===== src/rtl/clock_seq_gate.sv =====
// clock_seq_gate: power-up clock sequencer for NCH glitch-free gated clocks.
// After reset it waits UP_DELAY ticks, then turns channels on one by one,
// STAGGER ticks apart, and turns them off in reverse order when run drops.
//
// state   | meaning
// --------+--------------------------------------------------------------
// ST_WAIT | initial power-up delay after reset, channels all off
// ST_UP   | stepping channels on, lowest cleared bit first
// ST_ON   | all channels on, sequence complete
// ST_DOWN | stepping channels off, highest set bit first
// ST_OFF  | all channels off, idle until run rises
module clock_seq_gate #(
    parameter int NCH      = 4,
    parameter int PRE_DIV  = 50,
    parameter int PRE_W    = 13,
    parameter int UP_DELAY = 10,
    parameter int STAGGER  = 2,
    parameter int DLY_W    = 14
) (
    input  logic           clk_in,
    input  logic           rst,
    input  logic           run,
    input  logic [NCH-1:0] force_off,
    output logic [NCH-1:0] clk_out,
    output logic [NCH-1:0] ch_on,
    output logic           seq_busy,
    output logic           seq_done
);

    typedef enum logic [2:0] {
        ST_WAIT = 3'd0,
        ST_UP   = 3'd1,
        ST_ON   = 3'd2,
        ST_DOWN = 3'd3,
        ST_OFF  = 3'd4
    } state_t;

    localparam logic [PRE_W-1:0] PRE_TC   = PRE_W'(PRE_DIV);
    localparam logic [DLY_W-1:0] WAIT_TC  = DLY_W'(UP_DELAY);
    localparam logic [DLY_W-1:0] STEP_TC  = DLY_W'(STAGGER - 1);
    localparam logic [NCH-1:0]   CH_FIRST = NCH'(1);

    state_t           state_q, state_d;
    logic [NCH-1:0]   ch_on_q, ch_on_d;
    logic [PRE_W-1:0] pre_q, pre_d;
    logic [DLY_W-1:0] cnt_q, cnt_d;
    logic             step_now_q, step_now_d;

    logic             tick;
    logic             restart;
    logic [NCH-1:0]   ch_up;
    logic [NCH-1:0]   ch_dn;
    logic [NCH-1:0]   en_d;
    logic [NCH-1:0]   lat_en;

    assign tick  = (pre_q == PRE_TC);
    assign ch_up = (ch_on_q << 1) | CH_FIRST;
    assign ch_dn = ch_on_q >> 1;
    assign ch_on = ch_on_q;

    // State, channel enables, prescaler and tick counter registers.
    always_ff @(posedge clk_in) begin
        if (rst) begin
            state_q    <= ST_WAIT;
            ch_on_q    <= '0;
            pre_q      <= '0;
            cnt_q      <= '0;
            step_now_q <= 1'b0;
        end else begin
            state_q    <= state_d;
            ch_on_q    <= ch_on_d;
            pre_q      <= pre_d;
            cnt_q      <= cnt_d;
            step_now_q <= step_now_d;
        end
    end

    // Next state, channel stepping and timer restart.
    // A direction change arms step_now so the first step lands on the very
    // next edge; later steps wait a full STAGGER interval. WAIT acts one edge
    // after its last tick because the release edge itself starts the count,
    // which makes the power-up delay exactly UP_DELAY*(PRE_DIV+1) cycles.
    always_comb begin
        state_d    = state_q;
        ch_on_d    = ch_on_q;
        step_now_d = 1'b0;
        restart    = 1'b0;
        unique case (state_q)
            ST_WAIT: begin
                if (cnt_q == WAIT_TC) begin
                    restart = 1'b1;
                    if (run) begin
                        ch_on_d = CH_FIRST;
                        state_d = (NCH == 1) ? ST_ON : ST_UP;
                    end else begin
                        state_d = ST_OFF;
                    end
                end
            end
            ST_UP: begin
                if (!run) begin
                    restart = 1'b1;
                    if (ch_on_q == '0) begin
                        state_d = ST_OFF;
                    end else begin
                        state_d    = ST_DOWN;
                        step_now_d = 1'b1;
                    end
                end else if (step_now_q || (tick && (cnt_q == STEP_TC))) begin
                    restart = 1'b1;
                    ch_on_d = ch_up;
                    if (ch_up[NCH-1]) begin
                        state_d = ST_ON;
                    end
                end
            end
            ST_ON: begin
                restart = 1'b1;
                if (!run) begin
                    state_d    = ST_DOWN;
                    step_now_d = 1'b1;
                end
            end
            ST_DOWN: begin
                if (run) begin
                    restart = 1'b1;
                    if (&ch_on_q) begin
                        state_d = ST_ON;
                    end else begin
                        state_d    = ST_UP;
                        step_now_d = 1'b1;
                    end
                end else if (step_now_q || (tick && (cnt_q == STEP_TC))) begin
                    restart = 1'b1;
                    ch_on_d = ch_dn;
                    if (ch_dn == '0) begin
                        state_d = ST_OFF;
                    end
                end
            end
            ST_OFF: begin
                restart = 1'b1;
                if (run) begin
                    state_d    = ST_UP;
                    step_now_d = 1'b1;
                end
            end
            default: begin
                restart = 1'b1;
                ch_on_d = '0;
                state_d = ST_WAIT;
            end
        endcase

        if (restart) begin
            pre_d = '0;
            cnt_d = '0;
        end else begin
            pre_d = tick ? '0 : (pre_q + PRE_W'(1));
            cnt_d = tick ? (cnt_q + DLY_W'(1)) : cnt_q;
        end
    end

    // Status outputs decoded from the current state.
    always_comb begin
        seq_busy = 1'b0;
        seq_done = 1'b0;
        unique case (state_q)
            ST_WAIT, ST_UP, ST_DOWN: seq_busy = 1'b1;
            ST_ON:                   seq_done = &ch_on_q;
            default:                 ;
        endcase
    end

    // Gate request: sequencer enable unless the channel is forced off.
    always_comb begin
        en_d = ch_on_q & ~force_off;
    end

    // Enable latch, open only while clk_in is low so a gate change can never
    // clip a high phase already in progress.
    always_latch begin
        if (!clk_in) begin
            lat_en = en_d;
        end
    end

    assign clk_out = {NCH{clk_in}} & lat_en;

endmodule

===== config.mk =====
export PLATFORM = sky130hd
export DESIGN_NAME = clock_seq_gate
export DESIGN_NICKNAME = d
export VERILOG_FILES = /design/src/rtl/clock_seq_gate.sv
export SDC_FILE = /design/constraint.sdc
export NUM_CORES = 1
export LEC_CHECK = 0
export CAP_MARGIN = 20
export CORE_MARGIN = 3
export CORE_UTILIZATION = 50
export CTS_BUF_LIST = sky130_fd_sc_hd__clkbuf_4
export CTS_CLUSTER_SIZE = 28
export DETAILED_ROUTE_END_ITERATION = 6
export DONT_BUFFER_PORTS = 1
export PLACE_DENSITY_LB_ADDON = 0.3
export SYNTH_ARGS = -nofsm -noshare
export SYNTH_HDL_FRONTEND = slang
export SYNTH_SLANG_ARGS = --single-unit

===== constraint.sdc =====
create_clock -name clk_in -period 3.6 [get_ports clk_in]
set_input_delay 0.72 -clock clk_in [delete_from_list [all_inputs] [get_ports clk_in]]
set_output_delay 0.72 -clock clk_in [all_outputs]
set_load 0.02 [all_outputs]

Word-level counts from Yosys, hierarchy flattened. Index checks and enable logic that the tools add are counted.

Flip-flop bits (word level): 35. Latch bits: 4. Bits of input ports: 7. Word-level logic and storage cells: 82.

Add/sub/neg operators: 2. Equal/unequal tests: 19. Muxes and demuxes: 36. Bitwise logic cells: 4. Reduce and logical (&&, ||, !) cells: 12.

Operators by type and width (number): 3-bit two-way mux (11); 4-bit two-way mux (8); 2-bit != test, second input constant (8); 4-bit one-hot mux with 4 select lines (1); 3-bit one-hot mux with 5 select lines (1); 14-bit by 1-bit adder with 14-bit output, second input constant (1); 14-bit by 1-bit equality test with 1-bit output, second input constant (1); 14-bit by 4-bit equality test with 1-bit output, second input constant (1); 7-bit AND reduction (2); 13-bit by 1-bit adder with 13-bit output, second input constant (1); 13-bit by 6-bit equality test with 1-bit output, second input constant (1); 1-bit two-way mux (12); 3-bit != test, second input constant (4); 4-bit bitwise AND (2); 4-bit zero test (2); 3-bit by 2-bit equality test with 1-bit output, second input constant (2); 3-bit OR reduction (2); 4-bit NOT (1); 1-bit one-hot mux with 4 select lines (1); 4-bit AND reduction (1); 2-bit OR reduction (2); 3-bit by 1-bit equality test with 1-bit output, second input constant (1); 3-bit equality test, second input constant (1); 3-bit zero test (1); other kinds (5) (5).

Depth between registers and ports, before layout.
Depth in word-level cells: 7. Mapped depth: 8. Mapped depth without buffers: 7.

==> summary.txt <==
Status
  – Status: completed

STA
  – Slew Limit Headroom: 35.6%
  – Final setup viols: 0
  – Slew of the pin with the lowest slew margin: approximately 950 ps
  – RSZ-0062 raised after global routing: no
  – Worst setup margin: just over 30 ps
  – Pins Over Slew Limit: 0
  – Final-report hold violation count: 0
  – Total negative slack: 0 ps
  – Worst Skew: 5.85 ps

Setup path
  – Required time worst endpoint: between 2000 and 3000 ps
  – Critical Path Max Stage Delay: roughly 410 ps
  – CP arrival: approximately 2900 ps
  – Crit-path slowest cell: dlxtn_1
  – Worst setup SP type: latch
  – Largest fanout on the critical path: 1
  – Worst-path cell chain: and2_2
  – Setup CP Type: latch to output pin
  – CP top delay family: latches
  – Worst Path Buf+Inv: 0
  – Worst Setup End Kind: output pin

Die
  – Die area: between 5000 and 6000 um^2
  – Chip width: between 70 and 80 um
  – Rows: 22
  – # IOs: 17
  – Die Ht: 70.9 um
  – Core area: 3850 um^2
  – Initial core utilization: between 50% and 60%

Global routing
  – Initial antenna violation count: 0
  – Vias in the first global route: between 1500 and 2000
  – Largest net degree at the start of global routing: 21
  – Global-route wire length before repair: between 6 and 7 mm
  – Total grt overflow: 0
  – Total track usage: around 17%

Pwr
  – Switching component of the power: 0.413 mW
  – LEAKAGE: 0.765 nW
  – Clock Power Share: 27.5%
  – Pwr/cell area: between 500 and 600 nW/um^2
  – Sequential share of power: a little under half
  – Sw frac: 37.0%
  – Comb pwr share: between 20% and 30%
  – Internal Power: ~0.70 mW
  – Peak supply drop: 0.354 mV

Placement
  – Area after detailed placement: around 2100 um^2
  – Detailed Place HPWL: 2.73 mm
  – Port bufs: 0
  – Setup slack at placement: around 480 ps
  – GP Congestion: 0.810

Logic synthesis
  – Synthesized area: about 2100 um^2
  – Ys async rst share: 0%
  – Post-synth top flop: dfxtp_1
  – Warnings from Yosys: 0
  – Register bit total from synthesis: 39
  – Yosys cell types: 51
  – Post-synth EDFFs: 0
  – Mapped Cells: approximately 250
  – Syn Area/Cell: about 8.5 um^2
  – Syn nets: 261

Routing
  – WL per Instance: ~13 um
  – TritonRoute pass-1 iters: 4
  – Vias/cell: between 5 and 6
  – 1st-iter DRT viols: 161
  – Total number of vias: ~1700
  – Total Wirelength: between 3 and 4 mm
  – DRC: 0
  – Post-route ant nets: 0

Finish
  – Area Overhead vs Synth: 5.40%
  – Layout cell share with drive strength beyond 1: a little over a tenth
  – Commonest cells after routing, fill and taps aside: 45 x nor2_1, 35 x dfxtp_1, 20 x xnor2_1, 12 x inv_1, 12 x nand2_1
  – Commonest non-fill, non-tap cell in the layout: nor2_1
  – Cell area after layout: between 2000 and 2500 um^2
  – Layout Nets: approximately 260
  – # diodes: 0
  – Layout Utilization: between 50% and 60%

Hold path
  – HP Class: input port to register

CTS
  – Setup Buffers After CTS: 0
  – Reg clk slew, reported paths: roughly 100 ps
  – CTS tree: built
  – Clk Latency, worst-skew pair: about 450 ps

Flow run
  – Max Cap Violations: 0
power by group through the flow:
stage               clock network (mW)  registers [mW]  logic [mW]
finish                           0.306           0.510       0.299
global route                     0.335           0.521       0.342
CTS                              0.315           0.510       0.301
detailed placement             0.00340           0.519       0.300
global placement               0.00340           0.520       0.298
floorplan                      0.00340           0.489       0.287
state kept, by name, summed over array words and instances (netlist names):
signal and flops:
ch_on 4, cnt_q 14, state_q 3, pre_q 13, lat_en 4, step_now_q 1
logic make-up after synthesis:
| family | synth area share (%) |
|---|---|
| adder cells (fa/ha/maj) | 2.97 |
| multiplexers | 2.14 |
| buffers and inverters | 4.57 |
| flip-flops | 33.3 |
| latches | 2.85 |
| AO/OA/AOI/OAI | 10.4 |
| XOR/XNOR | 10.8 |
| AND/OR/NAND/NOR | 33.0 |
through the flow:
step	hold WS (ps)	instances	total power, mW
6_report	325	301	1.12
4_1_cts	314	301	1.13
3_5_place_dp	463	288	0.822
3_3_place_gp	457	288	0.822
5_1_grt	302	301	1.20
2_1_floorplan	437	249	0.779
metal layers:
layer / track usage (%) / routed length [um] / vias up / share of wire (%)
li1: - / - / 880 / -
met1: 23.1 / 1930 / 784 / 50
met2: 23.0 / 1650 / 35 / 43
met3: 5.11 / 187 / 6 / 4.9
met4: 8.77 / 59 / 0 / 1.5
met5: 0 / 0 / - / 0
area by class of cell:
class | count | area, um^2
Multi-Input combinational cell | 188 | 1260
Clock buffer | 11 | 82.6
Timing Repair Buffer | 1 | 7.51
Tap cell | 48 | 60.1
Clock inverter | 2 | 7.51
Inverter | 12 | 45.0
Sequential cell | 39 | 761
Fill cell | 353 | 1630
path summary, 6_finish.rpt:
check                         from                 endpoint  slack [ps]  cells after the start
max           lat_en[2]$_DLATCH_N_               clk_out[2]          30                      1
min                            rst  state_q[0]$_SDFFE_PP0P_         320                      1
max reg2reg  ch_on[2]$_SDFFE_PP0P_     lat_en[2]$_DLATCH_N_         950                      2
min reg2reg    pre_q[0]$_SDFF_PP0_      pre_q[0]$_SDFF_PP0_         480                      1
cell usage after synthesis, types with 3 or more instances:
cell type / instances / share of area [%]
nand4_1: 9 / 2.7
nor3_1: 9 / 2.1
buf_2: 5 / 1.2
and3_1: 5 / 1.5
dfxtp_1: 35 / 33
nand3_1: 11 / 2.6
and2_1: 4 / 1.2
inv_1: 12 / 2.1
a21oi_1: 5 / 1.2
nand2_1: 12 / 2.1
mux2i_1: 3 / 1.4
xor2_1: 6 / 2.5
dlxtn_1: 4 / 2.9
nor2b_1: 4 / 1.2
ha_1: 5 / 3.0
a211o_1: 3 / 1.2
nand2b_1: 5 / 1.5
nor2_1: 45 / 8.0
nor4_1: 5 / 1.5
xnor2_1: 20 / 8.3
timing repair:
| action | in CTS | in global routing |
|---|---|---|
| hold buffers | 0 | 0 |
| endpoints found under the setup margin | 8 | 4 |
| gates resized for setup | 4 | 2 |
(Power assumes the default switching activity.)
